### src/rtl/ram_burst_initiator.sv
`default_nettype none
// ============================================================================
// Module      : ram_burst_initiator
// Description : Initiator side of a strobe/flag RAM access interface. Accepts
//               burst commands (read or write, start address, byte length)
//               and issues one single-cycle ram_wr_ins / ram_rd_ins strobe per
//               byte. Each access completes when the RAM idle flag is seen
//               dropping and then returning high. Write bytes arrive on a
//               valid/ready stream; read bytes leave on a valid/ready stream.
// Revision    : 1.0 - initial release
// ----------------------------------------------------------------------------
// Ports
//   clk, rst_n                 clock (rising edge), async active-low reset
//   cmd_valid/cmd_ready        command handshake
//   cmd_rd, cmd_addr, cmd_len  burst direction, start address, byte count
//   wr_data/wr_valid/wr_ready  write byte stream (in)
//   rd_data/rd_valid/rd_ready  read byte stream (out, registered)
//   done                       one-cycle pulse at end of every burst
//   err                        sticky ACK timeout flag, cleared on accept
//   ram_addr_wr, ram_data_wr   write address/data, held through the ACK
//   ram_wr_ins, ram_flag_wr    write strobe / RAM write-side idle flag
//   ram_addr_rd                read address, held through the ACK
//   ram_rd_ins, ram_flag_rd    read strobe / RAM read-side idle flag
//   ram_data_rd                RAM read data, valid once flag_rd is high
// ============================================================================
module ram_burst_initiator #(
  parameter int DATA_WIDTH  = 8,
  parameter int ADDR_DEPTH  = 512,
  parameter int ADDR_WIDTH  = $clog2(ADDR_DEPTH),
  parameter int LEN_WIDTH   = 10,
  parameter int ACK_TIMEOUT = 15
) (
  input  logic                  clk,
  input  logic                  rst_n,
  input  logic                  cmd_valid,
  output logic                  cmd_ready,
  input  logic                  cmd_rd,
  input  logic [ADDR_WIDTH-1:0] cmd_addr,
  input  logic [LEN_WIDTH-1:0]  cmd_len,
  input  logic [DATA_WIDTH-1:0] wr_data,
  input  logic                  wr_valid,
  output logic                  wr_ready,
  output logic [DATA_WIDTH-1:0] rd_data,
  output logic                  rd_valid,
  input  logic                  rd_ready,
  output logic                  done,
  output logic                  err,
  output logic [ADDR_WIDTH-1:0] ram_addr_wr,
  output logic [DATA_WIDTH-1:0] ram_data_wr,
  output logic                  ram_wr_ins,
  input  logic                  ram_flag_wr,
  output logic [ADDR_WIDTH-1:0] ram_addr_rd,
  output logic                  ram_rd_ins,
  input  logic                  ram_flag_rd,
  input  logic [DATA_WIDTH-1:0] ram_data_rd
);

  localparam int TO_WIDTH = $clog2(ACK_TIMEOUT + 1);
  localparam logic [TO_WIDTH-1:0]   C_ACK_LAST = TO_WIDTH'(ACK_TIMEOUT - 1);
  localparam logic [ADDR_WIDTH-1:0] C_ADDR_TOP = ADDR_WIDTH'(ADDR_DEPTH - 1);

  typedef enum logic [3:0] {
    S_IDLE      = 4'd0,
    S_WR_DATA   = 4'd1,
    S_WR_STB    = 4'd2,
    S_WR_ACK_LO = 4'd3,
    S_WR_ACK_HI = 4'd4,
    S_RD_STB    = 4'd5,
    S_RD_ACK_LO = 4'd6,
    S_RD_ACK_HI = 4'd7,
    S_RD_OUT    = 4'd8,
    S_DONE      = 4'd9
  } state_t;

  state_t                r_state;
  logic [ADDR_WIDTH-1:0] r_addr;
  logic [LEN_WIDTH-1:0]  r_remaining;
  logic [TO_WIDTH-1:0]   r_ack_cnt;

  logic [ADDR_WIDTH-1:0] w_addr_next;
  logic [LEN_WIDTH-1:0]  w_remaining_dec;
  logic                  w_last_byte;
  logic                  w_ack_expired;

  // Address wraps explicitly so non-power-of-two depths also work.
  assign w_addr_next     = (r_addr == C_ADDR_TOP) ? '0 : r_addr + ADDR_WIDTH'(1);
  assign w_remaining_dec = r_remaining - LEN_WIDTH'(1);
  assign w_last_byte     = (r_remaining == LEN_WIDTH'(1));
  assign w_ack_expired   = (r_ack_cnt == C_ACK_LAST);

  always_ff @(posedge clk or negedge rst_n) begin
    if (!rst_n) begin
      r_state     <= S_IDLE;
      r_addr      <= '0;
      r_remaining <= '0;
      r_ack_cnt   <= '0;
      cmd_ready   <= 1'b1;
      wr_ready    <= 1'b0;
      rd_data     <= '0;
      rd_valid    <= 1'b0;
      done        <= 1'b0;
      err         <= 1'b0;
      ram_addr_wr <= '0;
      ram_data_wr <= '0;
      ram_wr_ins  <= 1'b0;
      ram_addr_rd <= '0;
      ram_rd_ins  <= 1'b0;
    end else begin
      // Pulse outputs default low; states that need them raise them for
      // exactly the one cycle after the transition.
      done       <= 1'b0;
      ram_wr_ins <= 1'b0;
      ram_rd_ins <= 1'b0;

      case (r_state)
        S_IDLE: begin
          if (cmd_valid && cmd_ready) begin
            err         <= 1'b0;
            r_addr      <= cmd_addr;
            r_remaining <= cmd_len;
            if (cmd_len == '0) begin
              done <= 1'b1;                  // empty burst: stay in IDLE
            end else if (cmd_rd) begin
              cmd_ready   <= 1'b0;
              ram_addr_rd <= cmd_addr;
              ram_rd_ins  <= 1'b1;
              r_state     <= S_RD_STB;
            end else begin
              cmd_ready <= 1'b0;
              wr_ready  <= 1'b1;
              r_state   <= S_WR_DATA;
            end
          end
        end

        S_WR_DATA: begin
          if (wr_valid) begin                // wr_ready is high throughout
            wr_ready    <= 1'b0;
            ram_data_wr <= wr_data;
            ram_addr_wr <= r_addr;
            ram_wr_ins  <= 1'b1;
            r_state     <= S_WR_STB;
          end
        end

        S_WR_STB: begin
          r_ack_cnt <= '0;
          r_state   <= S_WR_ACK_LO;
        end

        S_WR_ACK_LO: begin
          if (!ram_flag_wr) begin
            r_ack_cnt <= '0;
            r_state   <= S_WR_ACK_HI;
          end else if (w_ack_expired) begin
            err     <= 1'b1;
            done    <= 1'b1;
            r_state <= S_DONE;
          end else begin
            r_ack_cnt <= r_ack_cnt + TO_WIDTH'(1);
          end
        end

        S_WR_ACK_HI: begin
          if (ram_flag_wr) begin
            r_addr      <= w_addr_next;
            r_remaining <= w_remaining_dec;
            if (w_last_byte) begin
              done    <= 1'b1;
              r_state <= S_DONE;
            end else begin
              wr_ready <= 1'b1;
              r_state  <= S_WR_DATA;
            end
          end else if (w_ack_expired) begin
            err     <= 1'b1;
            done    <= 1'b1;
            r_state <= S_DONE;
          end else begin
            r_ack_cnt <= r_ack_cnt + TO_WIDTH'(1);
          end
        end

        S_RD_STB: begin
          r_ack_cnt <= '0;
          r_state   <= S_RD_ACK_LO;
        end

        S_RD_ACK_LO: begin
          if (!ram_flag_rd) begin
            r_ack_cnt <= '0;
            r_state   <= S_RD_ACK_HI;
          end else if (w_ack_expired) begin
            err     <= 1'b1;
            done    <= 1'b1;
            r_state <= S_DONE;
          end else begin
            r_ack_cnt <= r_ack_cnt + TO_WIDTH'(1);
          end
        end

        S_RD_ACK_HI: begin
          if (ram_flag_rd) begin
            rd_data  <= ram_data_rd;
            rd_valid <= 1'b1;
            r_state  <= S_RD_OUT;
          end else if (w_ack_expired) begin
            // Failed byte is dropped: no rd_valid for it.
            err     <= 1'b1;
            done    <= 1'b1;
            r_state <= S_DONE;
          end else begin
            r_ack_cnt <= r_ack_cnt + TO_WIDTH'(1);
          end
        end

        S_RD_OUT: begin
          if (rd_ready) begin
            rd_valid    <= 1'b0;
            r_addr      <= w_addr_next;
            r_remaining <= w_remaining_dec;
            if (w_last_byte) begin
              done    <= 1'b1;
              r_state <= S_DONE;
            end else begin
              ram_addr_rd <= w_addr_next;
              ram_rd_ins  <= 1'b1;
              r_state     <= S_RD_STB;
            end
          end
        end

        S_DONE: begin
          cmd_ready <= 1'b1;
          r_state   <= S_IDLE;
        end

        default: begin
          wr_ready  <= 1'b0;
          rd_valid  <= 1'b0;
          cmd_ready <= 1'b1;
          r_state   <= S_IDLE;
        end
      endcase
    end
  end

endmodule
`default_nettype wire
### config.mk
export PLATFORM = sky130hd
export DESIGN_NAME = ram_burst_initiator
export DESIGN_NICKNAME = d
export VERILOG_FILES = /design/src/rtl/ram_burst_initiator.sv
export SDC_FILE = /design/constraint.sdc
export NUM_CORES = 1
export LEC_CHECK = 0
export CAP_MARGIN = 10
export CELL_PAD_IN_SITES_DETAIL_PLACEMENT = 0
export CELL_PAD_IN_SITES_GLOBAL_PLACEMENT = 2
export CORE_UTILIZATION = 33
export DETAILED_ROUTE_END_ITERATION = 10
export GPL_ROUTABILITY_DRIVEN = 0
export PLACE_DENSITY_LB_ADDON = 0.1
export SLEW_MARGIN = 20
export SYNTH_ARGS = -nofsm -noshare
export SYNTH_HDL_FRONTEND = slang
export SYNTH_SLANG_ARGS = --single-unit
### constraint.sdc
create_clock -name clk -period 3.2 [get_ports clk]
set_input_delay 0.64 -clock clk [delete_from_list [all_inputs] [get_ports clk]]
set_output_delay 0.64 -clock clk [all_outputs]
set_load 0.1 [all_outputs]
# [Yosys cells after proc, flatten, opt, wreduce, memory -nomap -nowiden]
# Cells that the tools add are included.
[totals] ff_bits=68 input_bits=43 out_inout_bits=41 elab_cells=140
[classes] addsub=3 n_eq_ne=26 mux=72 n_bitwise=3 reduce_logical=21
[op_table] operator="$mux W9" n=9
[op_table] operator="$mux W4" n=16
[op_table] operator="$pmux W4 S9" n=1
[op_table] operator="$mux W1" n=32
[op_table] operator="$mux W10" n=3
[op_table] operator="$pmux W10 S3" n=1
[op_table] operator="$ne A2 B2 Y1 const B" n=14
[op_table] operator="$pmux W9 S3" n=1
[op_table] operator="$pmux W4 S5" n=1
[op_table] operator="$pmux W9 S2" n=1
[op_table] operator="$eq A4 B3 Y1 const B" n=4
[op_table] operator="$reduce_or A8 Y1" n=2
[op_table] operator="$eq A4 B4 Y1 const B" n=3
[op_table] operator="$reduce_and A6 Y1" n=2
[op_table] operator="$eq A10 B1 Y1 const B" n=1
[op_table] operator="$logic_not A10 Y1" n=1
[op_table] operator="$reduce_bool A5 Y1" n=2
[op_table] operator="$sub A10 B1 Y10 const B" n=1
[op_table] operator="$add A9 B1 Y9 const B" n=1
[op_table] operator="$eq A9 B9 Y1 const B" n=1
[op_table] operator="$reduce_and A3 Y1" n=3
[op_table] operator="$eq A4 B2 Y1 const B" n=2
[op_table] operator="$reduce_and A4 Y1" n=2
[op_table] operator="$reduce_and A7 Y1" n=1
[op_table] operator="other kinds (16)" n=20

# [Longest topological paths before layout]
[depth] depth_word=5 depth_mapped=9 mapped_depth_nobuf=9

# [Worst setup path before layout]
# OpenSTA, ideal clock, no wires.
[synth_timing] path_type="input port to flip-flop" start="input port cmd_len[4]" end="register ram_addr_rd[3]" setup_ps=120 arrival_ps=1940 required_ps=3080 path_slack_ps=1140 cell_stages=5 n_path_buf=1 path_cell_list="or4_4 nor4_4 o2bb2ai_2 buf_6 o21a_1"
[synth_between] elab_chain_len=3
[synth_lines] item="from (decl)" line_no="39" text="input logic [LEN_WIDTH-1:0] cmd_len,"
[synth_lines] item="$logic_not A10 Y1" line_no="121" text="if (cmd_len == '0) begin"
[synth_lines] item="$ne A2 B2 Y1 (no source line)"
[synth_lines] item="$reduce_and A6 Y1 (no source line)"
[synth_lines] item="to (signal assigned)" line_no="125" text="ram_addr_rd <= cmd_addr;"
[synth_lines] item="to (signal assigned)" line_no="226" text="ram_addr_rd <= w_addr_next;"
[synth_lines] item="to (decl)" line_no="52" text="output logic [ADDR_WIDTH-1:0] ram_addr_rd,"
# No other way between the ends.
# A chain may end at the register's enable or synchronous reset.

# [Worst setup path after layout]
[layout_timing] start="input port cmd_len[4]" end="register ram_addr_rd[5]"
# The elaborated chain is that of the path after synthesis.

==> metrics.md <==
| Metric | Value |
|---|---|
| TritonCTS clock tree | built |
| Final period utilization | 0.726 |
| Post-route setup slack | about 0.88 ns |
| Cell taking the most area after synthesis | dfrtp_1 |
| Initial antenna violation count | 0 |
| Kind of critical path | in2reg |
| Layout Nets | between 500 and 600 |
| Post-synth top cells | 67 x dfrtp_1, 66 x nand2_1, 40 x nor2_1 |
| Main flop type after synthesis | dfrtp_1 |
| Synth cell types | 62 |
| Average cell area after synthesis | between 8 and 9 sq um |
| Congestion Overflow GR | 0 |
| CORE AREA | ~11000 sq um |
| CP max stage cell | or4_4 |
| Final Cell Area | approximately 5000 sq um |
| Cts bufs inserted | 9 |
| Number of remaining DRC errors | 0 |
| Crit. End Element | flip-flop |
| Yosys warnings | 0 |
| Die Wd | 109 um |
| CTS resizes | 0 |
| Via/cell ratio | 5.23 |
| Startpoint type of the worst setup path | primary input |
| Worst Tran Pin Value | 0.890 ns |
| R2r setup slk | 0.88 ns |
| Final Max Slew Viols | 0 |
| Bufs and invs on worst path | 1 |
| Clk buf depth | 2 |
| Boundary Pins | 84 |
| Hold Violations, Final | 0 |
| Asr flop ratio synth | 1.00 |
| Register area | roughly 1700 sq um |
| Number of global-route vias before repair | 3195 |
| EDFF count, synth | 0 |
| Final WL | 10.2 mm |
| Clock Tree Root | clkbuf_16 |
| Reg2Reg Depth | 9 |
| H-tree levels | 3 |
| Setup Viol. Count Final | 0 |
| Worst reg2reg endpoint | r_addr[4]$_DFFE_PN0P_ |
| Max cap viols | 0 |
| Register bit total from synthesis | a little under 70 |
| Drt pass-1 iters | 5 |
| Max Clk Rate | 430 MHz |
| Crit path depth | 6 |
| Hold Crit Start | ram_data_wr[6]$_DFFE_PN0P_ |
| Post-Syn Instances | 423 |
| Largest cells by area after synthesis | dfrtp_1 45%, nand2_1 6.6%, a21oi_1 5.0% |
| Starting Density | 0.343 |
| Dpl cell area | 4630 sq um |
| Crit path max fanout | 19 |
| Synth top area share | 0.445 |
| Post-Route Skew | between 0.005 and 0.006 ns |
| Largest net degree at the start of global routing | 69 |
| Die H | 109 um |
| Initial drt markers | 133 |
| Crit path arrival time | between 2 and 3 ns |
| Hold Crit Endpoint | ram_data_wr[6]$_DFFE_PN0P_ |
| Most common cell in the netlist | dfrtp_1 |
| Ratio of cells with drive above 1 in the final layout | 0.185 |
| Max stage delay on crit path | 0.57 ns |
| Via count | 3387 |
| Hpwl dp | 7.20 mm |
| PortBufs | 83 |
| Clk slew on worst S/H paths | approximately 0.06 ns |
| Status | complete, no violations |
| Worst endpoint required time | 3.47 ns |
| Antenna Diode Count | 0 |
| GRT Overall Usage | 0.182 |
| FILL cells | around 1100 |
| RSZ-0062 raised after global routing | no |
| Seq/Total Area, Yosys | 0.452 |
| Antenna viol nets, final | 0 |
| Std cell rows | 38 |
| Drt wl/cell | 15.7 um |
| Worst min path class | reg2reg |
| Final core occ | 0.451 |
| Synth-to-Final Area Change | 31.5% |
| Post-CTS setup repair buffer count | 0 |
| TNS Setup | 0 ns |
| Worst skew pair latency | 0.33 ns |
| Reg2reg start | r_addr[0]$_DFFE_PN0P_ |
| Worst slew margin | 0.406 |
| First-pass GRT wire length | 16.6 mm |
| Post-layout minimum cycle time | 2.32 ns |
| Cell class contributing the biggest share of worst-path delay | simple AND/OR/NAND/NOR gates |
| Critical-path cell list | clkdlybuf4s50_1 -> or4_4 -> nor4_4 -> o2bb2ai_2 -> o311ai_0 -> o21a_1 |
| Clock sinks | a little under 70 |
| WHS Path Cells | 2 |
| Post-Syn Nets | 472 |
| Place WS | 0.506 ns |
| Mapped Area | 3770 sq um |
| Die area | between 10000 and 15000 sq um |
| Multi-input logic area | 1910 sq um |
| CTS hold repair buffers | 0 |
-- area by class of cell --
type                    count  area share
multi-input cells         320       0.385
flip-flops and latches     68       0.344
repair buffers             94       0.163
clock buffers               9      0.0455
clock inverters             7      0.0202
inverters                  10     0.00758
well taps                 140      0.0354
-- worst max-delay path by stage --
| stage | end | start |
|---|---|---|
| final | ram_addr_rd[5]$_DFFE_PN0P_ | cmd_len[4] |
| after global routing | r_addr[4]$_DFFE_PN0P_ | r_addr[0]$_DFFE_PN0P_ |
| after CTS | r_addr[4]$_DFFE_PN0P_ | r_addr[0]$_DFFE_PN0P_ |
| after detailed placement | ram_addr_rd[5]$_DFFE_PN0P_ | cmd_len[4] |
| after global placement | ram_addr_rd[5]$_DFFE_PN0P_ | cmd_len[4] |
| after floorplan | ram_addr_rd[3]$_DFFE_PN0P_ | cmd_len[4] |
-- logic make-up (layout without fill, tap and decap cells) --
kind of cell	Yosys count	count (layout)	share of synthesized area
flip-flops	68	68	0.452
AND/OR/NAND/NOR	167	167	0.213
AO/OA/AOI/OAI	126	126	0.213
adder cells (fa/ha/maj)	6	6	0.0199
XOR/XNOR	4	4	0.00930
multiplexers	17	17	0.0502
buffers and inverters	35	120	0.0419
-- sequential cells by signal (all words and copies together) (netlist names) --
register / count
ram_addr_rd: 9
r_remaining: 10
done: 1
r_ack_cnt: 4
r_state: 4
wr_ready: 1
r_addr: 9
ram_wr_ins: 1
ram_data_wr: 8
rd_valid: 1
ram_addr_wr: 9
rd_data: 8
ram_rd_ins: 1
err: 1
cmd_ready: 1
-- metrics by stage --
stage	hold slack (ns)	instances
after floorplan	0.344	423
after global placement	0.460	632
after detailed placement	0.468	632
after CTS	0.483	648
after global routing	0.500	648
final	0.480	648
-- worst register-to-register path, delay by kind of cell, from the launching register on --
family / cells / cell delay (ns)
muxes: 1 / 0.22
AOI/OAI and AO/OA: 2 / 0.21
DFF: 1 / 0.46
and+or+nand+nor: 4 / 0.57
adders and majority gates: 2 / 0.73
-- placed cells by master, fill, tap and decap left out, types with 4 or more instances in the layout --
| cell type | count |
|---|---|
| clkdlybuf4s50_1 | 41 |
| o21a_1 | 5 |
| nor2_1 | 40 |
| o21ai_0 | 30 |
| a2bb2oi_1 | 4 |
| inv_1 | 9 |
| a31oi_1 | 7 |
| dfrtp_1 | 67 |
| o22ai_1 | 8 |
| nand4_1 | 5 |
| a21oi_1 | 38 |
| mux2_2 | 15 |
| ha_1 | 6 |
| nor3b_1 | 4 |
| a211oi_1 | 5 |
| clkbuf_16 | 9 |
| nor3_1 | 10 |
| nand2_1 | 66 |
| nor2b_1 | 11 |
| buf_4 | 52 |
| nand3_1 | 9 |
-- per-layer routing --
layer	global-route usage	routed length, um	vias to the layer above
met3	0.0472	484	9
met2	0.283	4560	79
li1	-	-	1683
met4	0.0541	118	0
met1	0.247	5010	1616
met5	0	0	-
Power is not shown: default switching activity piles up to over one toggle a cycle in this logic, so the estimate is an artifact.
